==> src/rtl/plot_arbiter.sv <==
// rtl/plot_arbiter.sv - round-robin arbiter sharing the VGA plot port among NREQ pixel requesters
// Optional: PLOT_ARB_TIMER_PRIORITY_EN gives requester NREQ-1 (timer bar) absolute priority.
module plot_arbiter #(
    parameter int NREQ      = 5,
    parameter int PLOT_HOLD = 2,
    parameter int X_MAX     = 160,
    parameter int Y_MAX     = 120
) (
    input  logic              CLOCK_50,
    input  logic              reset,
    input  logic              enable,
    input  logic [NREQ-1:0]   req,
    input  logic [8*NREQ-1:0] req_x,
    input  logic [7*NREQ-1:0] req_y,
    input  logic [3*NREQ-1:0] req_colour,
    output logic [NREQ-1:0]   ack,
    output logic [7:0]        x,
    output logic [6:0]        y,
    output logic [2:0]        colour,
    output logic              plot,
    output logic              busy,
    output logic [2:0]        grant_id,
    output logic [7:0]        drop_count
);

    typedef enum logic [1:0] {S_IDLE, S_ARB, S_PLOT, S_ACK} state_t;

    state_t          r_state, w_next_state;
    logic [NREQ-1:0] r_ack, w_ack;
    logic [7:0]      r_x, w_x;
    logic [6:0]      r_y, w_y;
    logic [2:0]      r_colour, w_colour;
    logic            r_plot, w_plot;
    logic            r_busy, w_busy;
    logic [2:0]      r_gid, w_gid;
    logic [7:0]      r_drop, w_drop;
    logic [2:0]      r_rr_ptr, w_rr_ptr;
    logic [3:0]      r_hold, w_hold;

    logic [NREQ-1:0] w_elig, w_sel_oh, w_gid_oh;
    logic [3:0]      w_dist, w_best;
    logic [2:0]      w_sel;
    logic            w_found, w_off;
    logic [7:0]      w_sel_x;
    logic [6:0]      w_sel_y;
    logic [2:0]      w_sel_colour;

    // Winner is the eligible requester with the smallest circular distance from rr_ptr.
    always_comb begin
        w_elig  = req;
        w_sel   = '0;
        w_found = 1'b0;
        w_best  = 4'hF;
        w_dist  = '0;
`ifdef PLOT_ARB_TIMER_PRIORITY_EN
        w_elig[NREQ-1] = 1'b0;
`endif
        for (int i = 0; i < NREQ; i++) begin
            w_dist = 4'(i) + 4'(NREQ) - {1'b0, r_rr_ptr};
            if (w_dist >= 4'(NREQ)) w_dist = w_dist - 4'(NREQ);
            if (w_elig[i] && (w_dist < w_best)) begin
                w_best  = w_dist;
                w_sel   = 3'(i);
                w_found = 1'b1;
            end
        end
`ifdef PLOT_ARB_TIMER_PRIORITY_EN
        if (req[NREQ-1]) begin
            w_sel   = 3'(NREQ-1);
            w_found = 1'b1;
        end
`endif
    end

    always_comb begin
        w_sel_x      = '0;
        w_sel_y      = '0;
        w_sel_colour = '0;
        w_sel_oh     = '0;
        w_gid_oh     = '0;
        for (int i = 0; i < NREQ; i++) begin
            w_sel_oh[i] = (w_sel == 3'(i));
            w_gid_oh[i] = (r_gid == 3'(i));
            if (w_sel == 3'(i)) begin
                w_sel_x      = req_x[8*i +: 8];
                w_sel_y      = req_y[7*i +: 7];
                w_sel_colour = req_colour[3*i +: 3];
            end
        end
    end

    assign w_off = ({1'b0, w_sel_x} >= 9'(X_MAX)) || ({1'b0, w_sel_y} >= 8'(Y_MAX));

    always_ff @(posedge CLOCK_50) begin
        if (reset) begin
            r_state  <= S_IDLE;
            r_ack    <= '0;
            r_x      <= '0;
            r_y      <= '0;
            r_colour <= '0;
            r_plot   <= 1'b0;
            r_busy   <= 1'b0;
            r_gid    <= '0;
            r_drop   <= '0;
            r_rr_ptr <= '0;
            r_hold   <= '0;
        end else begin
            r_state  <= w_next_state;
            r_ack    <= w_ack;
            r_x      <= w_x;
            r_y      <= w_y;
            r_colour <= w_colour;
            r_plot   <= w_plot;
            r_busy   <= w_busy;
            r_gid    <= w_gid;
            r_drop   <= w_drop;
            r_rr_ptr <= w_rr_ptr;
            r_hold   <= w_hold;
        end
    end

    always_comb begin
        w_next_state = r_state;
        case (r_state)
            S_IDLE:  if (enable && (req != '0)) w_next_state = S_ARB;
            S_ARB:   if (!w_found)      w_next_state = S_IDLE;
                     else if (w_off)    w_next_state = S_ACK;
                     else               w_next_state = S_PLOT;
            S_PLOT:  if (r_hold <= 4'd1) w_next_state = S_ACK;
            S_ACK:   w_next_state = S_IDLE;
            default: w_next_state = S_IDLE;
        endcase
    end

    // Next values for the registered outputs; ack is raised on entry to ACK so it is high exactly there.
    always_comb begin
        w_ack    = '0;
        w_plot   = 1'b0;
        w_x      = r_x;
        w_y      = r_y;
        w_colour = r_colour;
        w_gid    = r_gid;
        w_drop   = r_drop;
        w_rr_ptr = r_rr_ptr;
        w_hold   = r_hold;
        w_busy   = (w_next_state != S_IDLE);
        case (r_state)
            S_ARB: begin
                if (w_found) begin
                    w_x      = w_sel_x;
                    w_y      = w_sel_y;
                    w_colour = w_sel_colour;
                    w_gid    = w_sel;
                    if (w_off) begin
                        w_ack = w_sel_oh;
                        if (r_drop != 8'hFF) w_drop = r_drop + 8'd1;
                    end else begin
                        w_plot = 1'b1;
                        w_hold = 4'(PLOT_HOLD);
                    end
                end
            end
            S_PLOT: begin
                w_hold = r_hold - 4'd1;
                if (r_hold <= 4'd1) w_ack  = w_gid_oh;
                else                w_plot = 1'b1;
            end
            S_ACK: begin
`ifdef PLOT_ARB_TIMER_PRIORITY_EN
                if (r_gid != 3'(NREQ-1))
                    w_rr_ptr = (r_gid == 3'(NREQ-1)) ? 3'd0 : r_gid + 3'd1;
`else
                w_rr_ptr = (r_gid == 3'(NREQ-1)) ? 3'd0 : r_gid + 3'd1;
`endif
            end
            default: ;
        endcase
    end

    assign ack        = r_ack;
    assign x          = r_x;
    assign y          = r_y;
    assign colour     = r_colour;
    assign plot       = r_plot;
    assign busy       = r_busy;
    assign grant_id   = r_gid;
    assign drop_count = r_drop;

endmodule

==> config.mk <==
export PLATFORM = sky130hd
export DESIGN_NAME = plot_arbiter
export DESIGN_NICKNAME = d
export VERILOG_FILES = /design/src/rtl/plot_arbiter.sv
export SDC_FILE = /design/constraint.sdc
export NUM_CORES = 1
export LEC_CHECK = 0
export ABC_AREA = 0
export BUFFER_PORTS_ARGS = -buffer_cell sky130_fd_sc_hd__buf_2
export CORE_MARGIN = 3
export CORE_UTILIZATION = 39
export CTS_BUF_LIST = sky130_fd_sc_hd__clkbuf_2
export DETAILED_ROUTE_END_ITERATION = 8
export PLACE_DENSITY = 0.63
export SYNTH_ARGS = -nofsm -noshare
export SYNTH_HDL_FRONTEND = slang
export SYNTH_SLANG_ARGS = --single-unit
==> constraint.sdc <==
create_clock -name CLOCK_50 -period 29.7 [get_ports CLOCK_50]
set_input_delay 2.97 -clock CLOCK_50 [delete_from_list [all_inputs] [get_ports CLOCK_50]]
set_output_delay 2.97 -clock CLOCK_50 [all_outputs]
set_load 0.05 [all_outputs]
---- Yosys cells after proc, flatten, opt, wreduce, memory -nomap -nowiden ----
Index checks and enable logic that the tools add are counted.
word-level totals
  flip-flop bits (word level) ............. 45
  output and inout bits ................... 36
  input port bits ......................... 98
  logic and storage cells ................. 117
cells by class
  equal/unequal tests ..................... 14
  multiplexer cells ....................... 50
  add/sub/neg operators ................... 13
  reduce and logical (&&, ||, !) cells .... 16
  $lt $le $gt $ge ......................... 13
operator list
  cell                 number
  $mux 4               11
  $mux 8               5
  $mux 7               5
  $mux 3               9
  $ge 4x3->1 const B   5
  $sub 4x3->4 const B  5
  $lt 4x4->1           4
  $mux 5               3
  $eq 3x2->1 const B   4
  $sub 3x3->4 const A  3
  $mux 1               10
  $pmux 5 s2           1
  $add 8x1->8 const B  1
  $ge 8x8->1 const B   1
  $ne 8x8->1 const B   1
  $pmux 2 s4           1
  $pmux 4 s2           1
  $sub 4x3->4 const A  2
  $ge 7x7->1 const B   1
  $eq 3x1->1 const B   2
  $eq 3x3->1 const B   2
  $logic_and 1x1->1    6
  $logic_not 3->1      2
  $mux 2               3
  other kinds (15)     18

---- Logic depth before layout (Yosys ltp) ----
Gate-level depths: netlist (run 1).
  depth in word-level cells ............... 30
  mapped depth ............................ 47
  mapped depth without buffers ............ 37

---- Worst setup path before layout (run 1) ----
No wires, ideal clock.
  path kind ............................... input port to flip-flop
  from .................................... input port req[0]
  to ...................................... register r_drop[3], in the netlist drop_count[3]
  data arrival time ....................... 11000 ps
  cell stages on the path ................. 40
  required time ........................... 29579 ps
  buffers on the path ..................... 10
  library setup time ...................... 121 ps
  setup slack ............................. 18580 ps
  path through ............................ nand2b_1 -> inv_1 -> ha_1 -> nand2b_1 -> clkbuf_1 -> a21oi_1 -> o2111ai_2 -> o22ai_2 -> clkbuf_1 -> mux2i_1 -> ha_1 -> o211ai_1 -> nor4_1 -> or3_1 -> clkbuf_1 -> o21ai_0 -> buf_2 -> buf_1 -> (+4 left out) -> o21ai_0 -> a21oi_1 -> a21oi_1 -> clkbuf_1 -> clkbuf_1 -> o21ai_0 -> ha_1 -> o21a_1 -> o21ai_0 -> a21oi_1 -> a41o_1 -> or2_1 -> buf_6 -> nor2_8 -> nor2b_1 -> buf_2 -> nor4_1 -> mux2_2
on the way
  cells in the longest elaborated chain, start to end .. 23
  elaborated cells between the ends (all ways) .. 41
  those cells by class .................... 6 x order compare; 4 x eq/ne; 23 x mux; 8 x reduce/logical
ends and longest elaborated chain
  element                                                line  source
  from (decl)                                            12    input logic [NREQ-1:0] req,
  $logic_and 1x1->1 *                                    61    if (w_elig[i] && (w_dist < w_best)) begin
  $mux 4                                                 61
  $lt 4x4->1                                             61
  $logic_and 1x1->1                                      61
  $mux 4                                                 61
  $lt 4x4->1                                             61
  $logic_and 1x1->1                                      61
  $mux 4                                                 61
  (+3 left out)                                          n/a
  $lt 4x4->1                                             61
  $logic_and 1x1->1                                      61
  $mux 3                                                 61
  $logic_not 3->1                                        84    if (w_sel == 3'(i)) begin
  $mux 8 / $mux 7 (equally long branches) (5 in series)  84
  $ge 8x8->1 / $ge 7x7->1 (equally long branches)        92    assign w_off = ({1'b0, w_sel_x} >= 9'(X_MAX)) || ({1'b0, w_sel_y} >= 8'(Y_MAX));
  $logic_or 1x1->1                                       92
  $reduce_and 4->1 (no line) *                           n/a
  to (signal assigned)                                   116   r_drop <= w_drop;
  to (decl)                                              36    logic [7:0] r_drop, w_drop;
Mark *: on every way between the ends. The rest lies on a longest branch, timed or not.
A chain may end at the register's enable or synchronous reset.

---- Worst setup path after layout (run 1) ----
  from .................................... input port req[0]
  to ...................................... register r_hold[1]
on the way
  cells in the longest elaborated chain, start to end .. 24
  elaborated cells between the ends (all ways) .. 43
  those cells by class .................... 6 x order compare; 6 x eq/ne; 23 x mux; 8 x reduce/logical
ends and longest elaborated chain
  element                                                line  source
  $logic_and 1x1->1 *                                    61
  $mux 4                                                 61
  $lt 4x4->1                                             61
  $logic_and 1x1->1                                      61
  $mux 4                                                 61
  $lt 4x4->1                                             61
  $logic_and 1x1->1                                      61
  $mux 4                                                 61
  (+4 left out)                                          n/a
  $logic_and 1x1->1                                      61
  $mux 3                                                 61
  $logic_not 3->1                                        84
  $mux 8 / $mux 7 (equally long branches) (5 in series)  84
  $ge 8x8->1 / $ge 7x7->1 (equally long branches)        92
  $logic_or 1x1->1                                       92
  $ne 2x2->1 (no line)                                   n/a
  $reduce_and 3->1 (no line) *                           n/a
  to (signal assigned)                                   118   r_hold <= w_hold;
  to (decl)                                              38    logic [3:0] r_hold, w_hold;
Marks and branches as above.

==> key figures, run 1 <==
Status
  • Status: complete, no violations

STA
  • Clock period minus worst slack: 11.57 ns
  • Sum Neg Setup Slack: 0 ns
  • Setup Viol. Count Final: 0
  • Hold Vio Cnt, Final: 0
  • Slew headroom: between 20% and 30%
  • Worst Tran Pin Value: approximately 1.2 ns
  • Worst hold slack: about 0.47 ns
  • Fin Clk Skew: a little over 0.03 ns
  • RSZ-0062 raised after global routing: no
  • Tcrit/Tclk final: between 30 and 40%
  • Slew Viols, Final: 0
  • F_max: 0.0864 GHz

Worst setup path
  • CP required: between 30 and 40 ns
  • Setup CP Type: input port to flop
  • R2R cell count: 33
  • CP peak stage delay: about 1.1 ns
  • CP most frequent cell: a21oi_1
  • Worst reg2reg setup slack: 19.12 ns
  • R2R Path End: r_hold[1]
  • Crit path DAT: between 10 and 15 ns
  • Reg-to-reg startpoint: r_rr_ptr[1]
  • Slowest cell on crit path: o21ai_1
  • Setup crit start kind: input port
  • Worst setup EP type: flop
  • CP max FO: 38

Floorplan
  • I/O pin total: 134
  • Site Rows: 37
  • Starting Density: between 40% and 50%
  • DIE AREA: around 12,000 um2
  • Die height: around 110 um
  • Core Region: about 11,000 um2
  • Die Wd: approximately 110 um

Global route
  • First-pass GRT wire length: 22.0 mm
  • Largest net degree at the start of global routing: between 40 and 50
  • Remaining Overflow, GRT: 0
  • Global routing usage on met2: approximately 37%
  • GR Util met1: around 28%
  • GR Layer Usage met3: roughly 2.3%
  • GRT Overall Usage: between 20% and 30%
  • Busiest grt layer: met2
  • Initial antenna violation count: 0
  • Vias in the first global route: about 4,500

Detailed routing
  • DR iter-0 viols: ~360
  • Post-DR vias/cell: around 5.7
  • Wire per inst: roughly 17 um
  • Residual DRC: 0
  • Final ANT Viol Nets: 0
  • Via count: 4,616
  • Total Routed Length: 13.9 mm
  • Drt first pass iters: 6

Yosys
  • Post-synth EDFFs: 0
  • Top post-synthesis cells by area: dfxtp_1, ha_1, mux2i_1, a21oi_1, o211ai_1
  • Syn Nets: approximately 700
  • Main synth FF type: dfxtp_1
  • Yosys cell types: 79
  • Share of the yosys chip area belonging to registers: a little over a fifth
  • Flop and latch count out of synthesis: 45
  • Ys async rst share: 0%
  • Cells after synthesis: between 500 and 600
  • Yosys top cell area share: 20.9%
  • Yosys top cell by area: dfxtp_1
  • Yosys warns: 0
  • Synthesized area: around 4300 um2
  • Synth Area per Inst: 7.59 um2

Power and ir drop
  • Peak supply drop: just over 0.00004 V
  • Psw: ~0.00027 W
  • Sequential share of power: 19.9%
  • Pleak: about 2.2 nW
  • Comb power frac: approximately 73%
  • Clk pwr share: just over 7%
  • Switching share of power: between 50 and 60%
  • Cell Pwr Density: approximately 93 nW/um2
  • Pint: approximately 0.00020 W

Layout
  • Fill cells: around 1,100
  • Reg area: approximately 900 um2
  • Layout area overhead: 17.9%
  • Multi-input logic area: 3170 um2
  • Post-route insts no fill: ~810
  • Antenna cells: 0
  • Cell area after layout: slightly above 5000 um2
  • Share of cells above drive strength 1: between 20 and 30%
  • Nets: around 800

Place
  • DP Area: between 5000 and 6000 um2
  • PortBufs: around 130
  • Dpl cells: roughly 800
  • DPL Wire Length: 10.9 mm
  • Routability congestion estimate: between 0.8 and 0.9

CTS
  • Clk sinks: 45
  • Hold Buf Count CTS: 0
  • Setup Fix Bufs, Post-CTS: 0
  • Post-CTS sizing: 0
  • CTS tree: yes
  • CTS H-tree depth: 2
  • Num CTS Buffers: 5
  • Skew-Pair Late Insertion Delay: around 0.42 ns
  • Clock slew at reported path FFs: roughly 0.24 ns
  • Clock Tree Root: clkbuf_2
  • CTS max path bufs: 2

Worst hold path
  • Min-delay src: x[7]
  • Hold Path End: x[7]
  • Hold Crit Class: flop to flop
  • Hold depth: 2

Run
  • Maxcap violations: 0
-- kinds of logic after synthesis --
kind of cell | synth area share, %
muxes | 8.55
and+or+nand+nor | 23.9
AOI/OAI and AO/OA | 29.9
DFF | 20.9
buffers and inverters | 5.76
adders and majority gates | 9.77
xor gates and xnor gates | 1.22
-- worst max-delay path by stage --
stage | startpoint | endpoint | depth (start not counted)
2_1_floorplan | req[0] | drop_count[3] | 40
3_3_place_gp | req[0] | r_hold[1] | 33
3_5_place_dp | req[0] | r_hold[1] | 33
4_1_cts | req[0] | r_hold[1] | 33
5_1_grt | req[0] | r_hold[0] | 33
6_report | req[0] | r_hold[1] | 33
-- through the flow --
| stage | power [W] | setup WS (ns) | utilization (%) |
|---|---|---|---|
| 2_1_floorplan | 0.000361 | 18.58 | - |
| 3_3_place_gp | 0.000432 | 18.18 | 47.7 |
| 3_5_place_dp | 0.000437 | 17.78 | 47.7 |
| 4_1_cts | 0.000471 | 18.21 | 48.3 |
| 5_1_grt | 0.000506 | 17.23 | 48.3 |
| 6_report | 0.000472 | 18.13 | 48.3 |
-- final cells by class --
class	count	share of cell area (%)
Sequential cell	45	17.8
Multi-Input combinational cell	464	62.4
Clock inverter	2	0.690
Clock buffer	5	0.493
Tap cell	136	3.35
Inverter	24	1.78
Timing Repair Buffer	136	13.6
-- layout by cell type (no fill, tap or decap), types with 12 or more instances in the layout --
cell type  instances
ha_1              32
o211ai_1          34
nand2_1           62
buf_2            133
inv_1             23
nor2_1            48
nor2b_1           12
mux2i_1           30
dfxtp_1           45
o21ai_0           21
a21oi_1           55
-- power by group through the flow --
| stage | combinational (W) | clock [W] | sequential [W] |
|---|---|---|---|
| 3_5_place_dp | 0.000342 | 0 | 0.0000952 |
| 6_report | 0.000345 | 0.0000336 | 0.0000937 |
| 2_1_floorplan | 0.000217 | 0 | 0.000144 |
| 3_3_place_gp | 0.000338 | 0 | 0.0000947 |
| 4_1_cts | 0.000343 | 0.0000345 | 0.0000938 |
| 5_1_grt | 0.000373 | 0.0000373 | 0.0000965 |
-- cells in the mapped netlist, types with 4 or more instances --
cell type	n
o31ai_1	6
buf_1	5
mux2i_1	30
dfxtp_1	45
nor2b_1	13
nand4_1	8
a31oi_1	5
or3_1	10
inv_1	23
and2_1	6
clkbuf_1	16
nor3_1	9
a22oi_1	6
a21oi_1	56
o211ai_1	34
and3_1	10
mux2_2	5
a211oi_1	6
nor4_1	4
nor2_1	48
o22ai_1	4
ha_1	32
or4_1	4
buf_2	8
xnor2_1	5
nand2b_1	6
nand3_1	9
o21ai_0	22
nand2_1	62
-- sequential cells by signal (all words and copies together) (netlist names), 3 cells and up --
register	count
drop_count	8
r_hold	4
x	8
grant_id	3
ack	5
y	7
r_rr_ptr	3
colour	3
-- layer usage --
metal | share of wire [%] | wire length [um]
met5 | 0 | 0
met4 | 1.9 | 257
met3 | 5.5 | 766
met2 | 48 | 6680
met1 | 44 | 6170
-- critical path, delay by kind of cell --
kind	cells	cell delay, ns
adders and majority gates	4	1.01
buffers and inverters	4	0.91
and+or+nand+nor	6	1.78
AOI/OAI and AO/OA	17	4.60
muxes	2	0.61
(Power assumes the default switching activity.)
==> run 2, diff against run 1 <==
Settings changed: ABC_AREA 0 to 1.
Clock period 29.7 ns to 11.95 ns, I/O delays scaled along.
==> key figures, run 2 <==
Detailed routing
  • Wire per inst: between 10 and 15 um
  • Final ANT Viol Nets: 0
  • Via count: about 4,300
  • DR iter-0 viols: about 220
  • Post-DR vias/cell: slightly below 5
  • Residual DRC: 0
  • Drt first pass iters: 4
  • Total Routed Length: ~12 mm

Worst setup path
  • CP most frequent cell: ha_1
  • Worst reg2reg setup slack: approximately 4.6 ns
  • Worst setup EP type: flop
  • CP max FO: 38
  • Slowest cell on crit path: dfxtp_1
  • Crit-path leading delay family: compound AO/OA/AOI/OAI gates
  • CP required: about 12 ns
  • CP peak stage delay: around 0.73 ns
  • Setup CP Type: flop to flop
  • Setup crit start kind: flop
  • Critical path buffers and inverters: 5
  • Crit path DAT: around 7.7 ns

CTS
  • Skew-Pair Late Insertion Delay: around 0.43 ns
  • Hold Buf Count CTS: 0
  • Clock slew at reported path FFs: roughly 0.26 ns
  • Num CTS Buffers: 5
  • CTS tree: yes
  • CTS max path bufs: 2
  • Setup Fix Bufs, Post-CTS: 0
  • Post-CTS sizing: 0
  • CTS H-tree depth: 2
  • Clk sinks: 45
  • Clock Tree Root: clkbuf_2

Status
  • Status: complete, no violations

Floorplan
  • Die Wd: between 100 and 150 um
  • Starting Density: 40.5%
  • Site Rows: 36
  • Core Region: just under 10,000 um2
  • DIE AREA: roughly 11,000 um2
  • Die height: between 100 and 150 um
  • I/O pin total: 134

Place
  • DPL Wire Length: 9.43 mm
  • Routability congestion estimate: ~0.9
  • Pre-CTS WS: 4.59 ns
  • Dpl cells: approximately 860
  • PortBufs: approximately 130

Global route
  • Initial antenna violation count: 0
  • Vias in the first global route: 3,913
  • Largest net degree at the start of global routing: 39
  • Remaining Overflow, GRT: 0
  • GRT Overall Usage: around 20%
  • First-pass GRT wire length: about 19 mm

STA
  • Final WS setup: roughly 4.6 ns
  • Sum Neg Setup Slack: 0 ns
  • F_max: around 0.14 GHz
  • Worst hold slack: about 0.5 ns
  • Fin Clk Skew: roughly 0.036 ns
  • Clock period minus worst slack: around 7.3 ns
  • Slew headroom: 51.2%
  • Setup Viol. Count Final: 0
  • Worst Tran Pin Value: roughly 0.73 ns
  • Tcrit/Tclk final: 61.4%
  • Slew Viols, Final: 0
  • Hold Vio Cnt, Final: 0
  • RSZ-0062 raised after global routing: no

Yosys
  • Synth top cells by count: nand2_1, inv_1, nand3_1
  • Ys async rst share: 0%
  • Yosys cell types: 43
  • Yosys top cell by area: dfxtp_1
  • Most common cell in the netlist: nand2_1
  • Synth Area per Inst: 6.52 um2
  • Main synth FF type: dfxtp_1
  • Synthesized area: slightly below 4000 um2
  • Post-synth EDFFs: 0
  • Yosys warns: 0
  • Cells after synthesis: between 600 and 700
  • Share of the yosys chip area belonging to registers: a little under a quarter
  • Yosys top cell area share: 22.7%
  • Syn Nets: between 700 and 800
  • Flop and latch count out of synthesis: 45
  • Top post-synthesis cells by area: dfxtp_1, nand2_1, ha_1, nand3_1, inv_1

Layout
  • Fill cells: around 1,000
  • Nets: 861
  • Antenna cells: 0
  • Layout area overhead: 19.1%
  • Share of cells above drive strength 1: a little over a quarter
  • Post-route insts no fill: between 800 and 900
  • Commonest non-fill, non-tap cell in the layout: nand2_1
  • Most frequent cells in the layout: nand2_1, buf_2, inv_1, nand3_1, dfxtp_1

Power and ir drop
  • Pleak: 2.51 nW
  • Cell Pwr Density: around 230 nW/um2
  • Pwr Total: between 0.001 and 0.0015 W
  • Peak supply drop: 0.0000780 V

Worst hold path
  • Hold Crit Class: flop to flop

Run
  • Maxcap violations: 0
[run 2: report_power, final]
| group | leakage (nW) | total, W | internal, W | switching [W] |
|---|---|---|---|---|
| logic | 2.11 | 0.000803 | 0.000230 | 0.000573 |
| clock network | 0.0304 | 0.0000650 | 0.0000139 | 0.0000511 |
| registers | 0.367 | 0.000214 | 0.000187 | 0.0000276 |
| total | 2.51 | 0.00108 | 0.000431 | 0.000651 |
[run 2: cells by family (layout without fill, tap and decap cells)]
family | count (synthesis) | count (layout) | share of synthesized area, %
flops | 45 | 45 | 22.7
fa+ha+maj | 33 | 33 | 10.6
simple gates | 323 | 323 | 39.0
compound gates | 94 | 94 | 14.0
buf+inv | 100 | 222 | 10.7
xor+xnor | 14 | 14 | 3.09
[run 2: cell type report]
type / instances / area [um2] / area share, %
Timing Repair Buffer: 133 / 666 / 14.1
Sequential cell: 45 / 901 / 19.0
Clock inverter: 3 / 17.5 / 0.370
Tap cell: 133 / 166 / 3.52
Clock buffer: 5 / 25.0 / 0.529
Inverter: 81 / 309 / 6.53
Multi-Input combinational cell: 464 / 2650 / 55.9
[run 2: worst register-to-register path, delay by kind of cell, from the launching register on]
kind	cells	cell delay, ns
AOI/OAI and AO/OA	9	2.31
adders and majority gates	6	1.74
buffers and inverters	5	0.64
DFF	1	0.73
and+or+nand+nor	10	1.89
[run 2: worst paths after layout]
path                             startpoint   end  cells past startpoint
worst max-delay path            r_rr_ptr[0]  x[4]                     30
worst min-delay path                   y[0]  y[0]                      2
worst max register to register  r_rr_ptr[0]  x[4]                     30
worst min register to register         y[0]  y[0]                      2
[run 2: layer usage]
metal	global-route usage, %	share of wire (%)	vias to the layer above	wire length (um)
li1	-	-	2231	-
met1	25.7	44	1893	5220
met2	35.1	47	144	5620
met3	3.61	7.2	13	851
met4	3.65	1.2	0	140
met5	0	0	-	0
[run 2: per-stage QoR]
step,utilization (%),instance area [um2]
final,48.2,4730
after floorplan,-,3970
after detailed placement,47.8,4690
after CTS,48.2,4730
after global routing,48.2,4730
after global placement,47.8,4690
==> run 3, diff against run 2 <==
Clock period 11.95 ns to 7 ns, I/O delays scaled along.
==> key figures, run 3 (synthesis gave the netlist of run 2 again) <==
Status
  • Status: complete, no violations

Floorplan
  • Die Wd: ~110 um
  • DIE AREA: approximately 11,000 um2
  • Core Region: just under 10,000 um2
  • Die height: around 110 um
  • Starting Density: between 40% and 50%
  • Site Rows: 36
  • I/O pin total: about 130

Global route
  • Remaining Overflow, GRT: 0
  • First-pass GRT wire length: between 15 and 20 mm
  • Largest net degree at the start of global routing: 28
  • Vias in the first global route: between 3,000 and 4,000
  • GRT Overall Usage: 19.8%
  • Initial antenna violation count: 0

Power and ir drop
  • Psw: 0.00112 W
  • Peak supply drop: around 0.00016 V
  • Clk pwr share: 5.3%
  • Pint: between 0.0007 and 0.0008 W
  • Switching share of power: 59.5%
  • Comb power frac: between 70% and 80%
  • Pleak: 2.54 nW
  • Sequential share of power: 19.4%
  • Cell Pwr Density: roughly 390 nW/um2

Detailed routing
  • Total Routed Length: 11.8 mm
  • Post-DR vias/cell: 5.04
  • Wire per inst: 13.6 um
  • DR iter-0 viols: roughly 240
  • Drt first pass iters: 5
  • Final ANT Viol Nets: 0
  • Via count: between 4,000 and 5,000
  • Residual DRC: 0

Worst setup path
  • Crit path DAT: just under 7 ns
  • Setup CP Type: flop to flop
  • Worst setup EP type: flop
  • Worst reg2reg setup slack: ~0.50 ns
  • Critical path buffers and inverters: 5
  • Slowest cell on crit path: fa_1
  • CP max FO: 27
  • CP required: about 7.4 ns
  • Setup crit start kind: flop
  • CP peak stage delay: slightly below 0.5 ns
  • Crit-path leading delay family: simple AND/OR/NAND/NOR gates

STA
  • Setup Viol. Count Final: 0
  • Hold Vio Cnt, Final: 0
  • Slew Viols, Final: 0
  • Worst hold slack: about 0.50 ns
  • Worst Tran Pin Value: 0.667 ns
  • Sum Neg Setup Slack: 0 ns
  • RSZ-0062 raised after global routing: yes
  • Slew headroom: 55.5%
  • Tcrit/Tclk final: between 90% and 100%
  • Clock period minus worst slack: 6.50 ns
  • Fin Clk Skew: 0.0159 ns
  • F_max: 0.154 GHz

Layout
  • Most frequent cells in the layout: nand2_1, buf_2, inv_1, nand3_1, dfxtp_1
  • Layout area overhead: 20.5%
  • Commonest non-fill, non-tap cell in the layout: nand2_1
  • Post-route insts no fill: ~870
  • Reg area: 903 um2
  • Multi-input logic area: roughly 2700 um2
  • Share of cells above drive strength 1: roughly 28%
  • Fill cells: around 1,000
  • Nets: 868
  • Antenna cells: 0
  • Cell area after layout: 4790 um2

CTS
  • Clock Tree Root: clkbuf_2
  • Skew-Pair Late Insertion Delay: approximately 0.4 ns
  • Num CTS Buffers: 5
  • CTS H-tree depth: 2
  • Clock slew at reported path FFs: about 0.21 ns
  • Clk sinks: 45
  • CTS tree: yes
  • CTS max path bufs: 2

Worst hold path
  • Hold Crit Class: flop to flop

Run
  • Maxcap violations: 0

Place
  • Dpl cells: 860
  • PortBufs: 133
  • DP Area: around 4700 um2
  • Routability congestion estimate: roughly 0.90
  • DPL Wire Length: approximately 9.5 mm
## run 3: changes by cell type in the layout (fill, tap and decap cells not counted), sizes merged
cell	previous run	this run
buf	133	140
clkinv	3	1
## run 3: worst paths after layout
| kind | startpoint | to | depth (start not counted) |
|---|---|---|---|
| worst min-delay path | x[1] | x[1] | 2 |
| worst max register to register | r_rr_ptr[0] | drop_count[2] | 36 |
| worst max-delay path | r_rr_ptr[0] | drop_count[2] | 36 |
| worst min register to register | x[1] | x[1] | 2 |
## run 3: per-stage QoR
stage | total power (W) | utilization [%] | worst slack (ns)
after floorplan | 0.00149 | - | 1.11
after global placement | 0.00174 | 48.1 | 0.451
after detailed placement | 0.00176 | 48.1 | 0.176
after CTS | 0.00186 | 48.4 | 0.145
after global routing | 0.00206 | 48.8 | -0.0284
final | 0.00188 | 48.8 | 0.499
## run 3: cell type report
class | count | share of cell area (%)
multi-input combinational | 464 | 55.5
sequential | 45 | 18.9
timing repair buffer | 140 | 15.0
inverter | 81 | 6.51
tap | 133 | 3.48
clock buffer | 5 | 0.523
clock inverter | 1 | 0.105
## run 3: per-layer routing
| metal | vias to the layer above | track usage (%) | wire length (um) |
|---|---|---|---|
| met4 | 0 | 3.29 | 108 |
| met2 | 152 | 34.8 | 5650 |
| met5 | - | 0 | 0 |
| li1 | 2244 | - | - |
| met3 | 12 | 4.27 | 813 |
| met1 | 1968 | 25.2 | 5270 |
## run 3: timing repair
item / CTS / global route
endpoints found under the setup margin: 0 / 33
buffers inserted: 0 / 3
endpoints found under the hold margin: 0 / 0
hold buffers: 0 / 0
resized for setup: 0 / 5
## run 3: power groups by stage
stage	registers, W	logic (W)	clock network (W)
2_1_floorplan	0.000535	0.000960	0
3_3_place_gp	0.000368	0.00137	0
3_5_place_dp	0.000370	0.00139	0
4_1_cts	0.000365	0.00139	0.000104
5_1_grt	0.000373	0.00157	0.000112
6_report	0.000364	0.00142	0.000101
## run 3: worst register-to-register path, delay by kind of cell, from the launching register on
| family | cells | cell delay (ns) |
|---|---|---|
| adder cells (fa/ha/maj) | 5 | 1.61 |
| AO/OA/AOI/OAI | 7 | 1.61 |
| AND/OR/NAND/NOR | 19 | 2.30 |
| buffers and inverters | 5 | 0.54 |
| flip-flops | 1 | 0.39 |
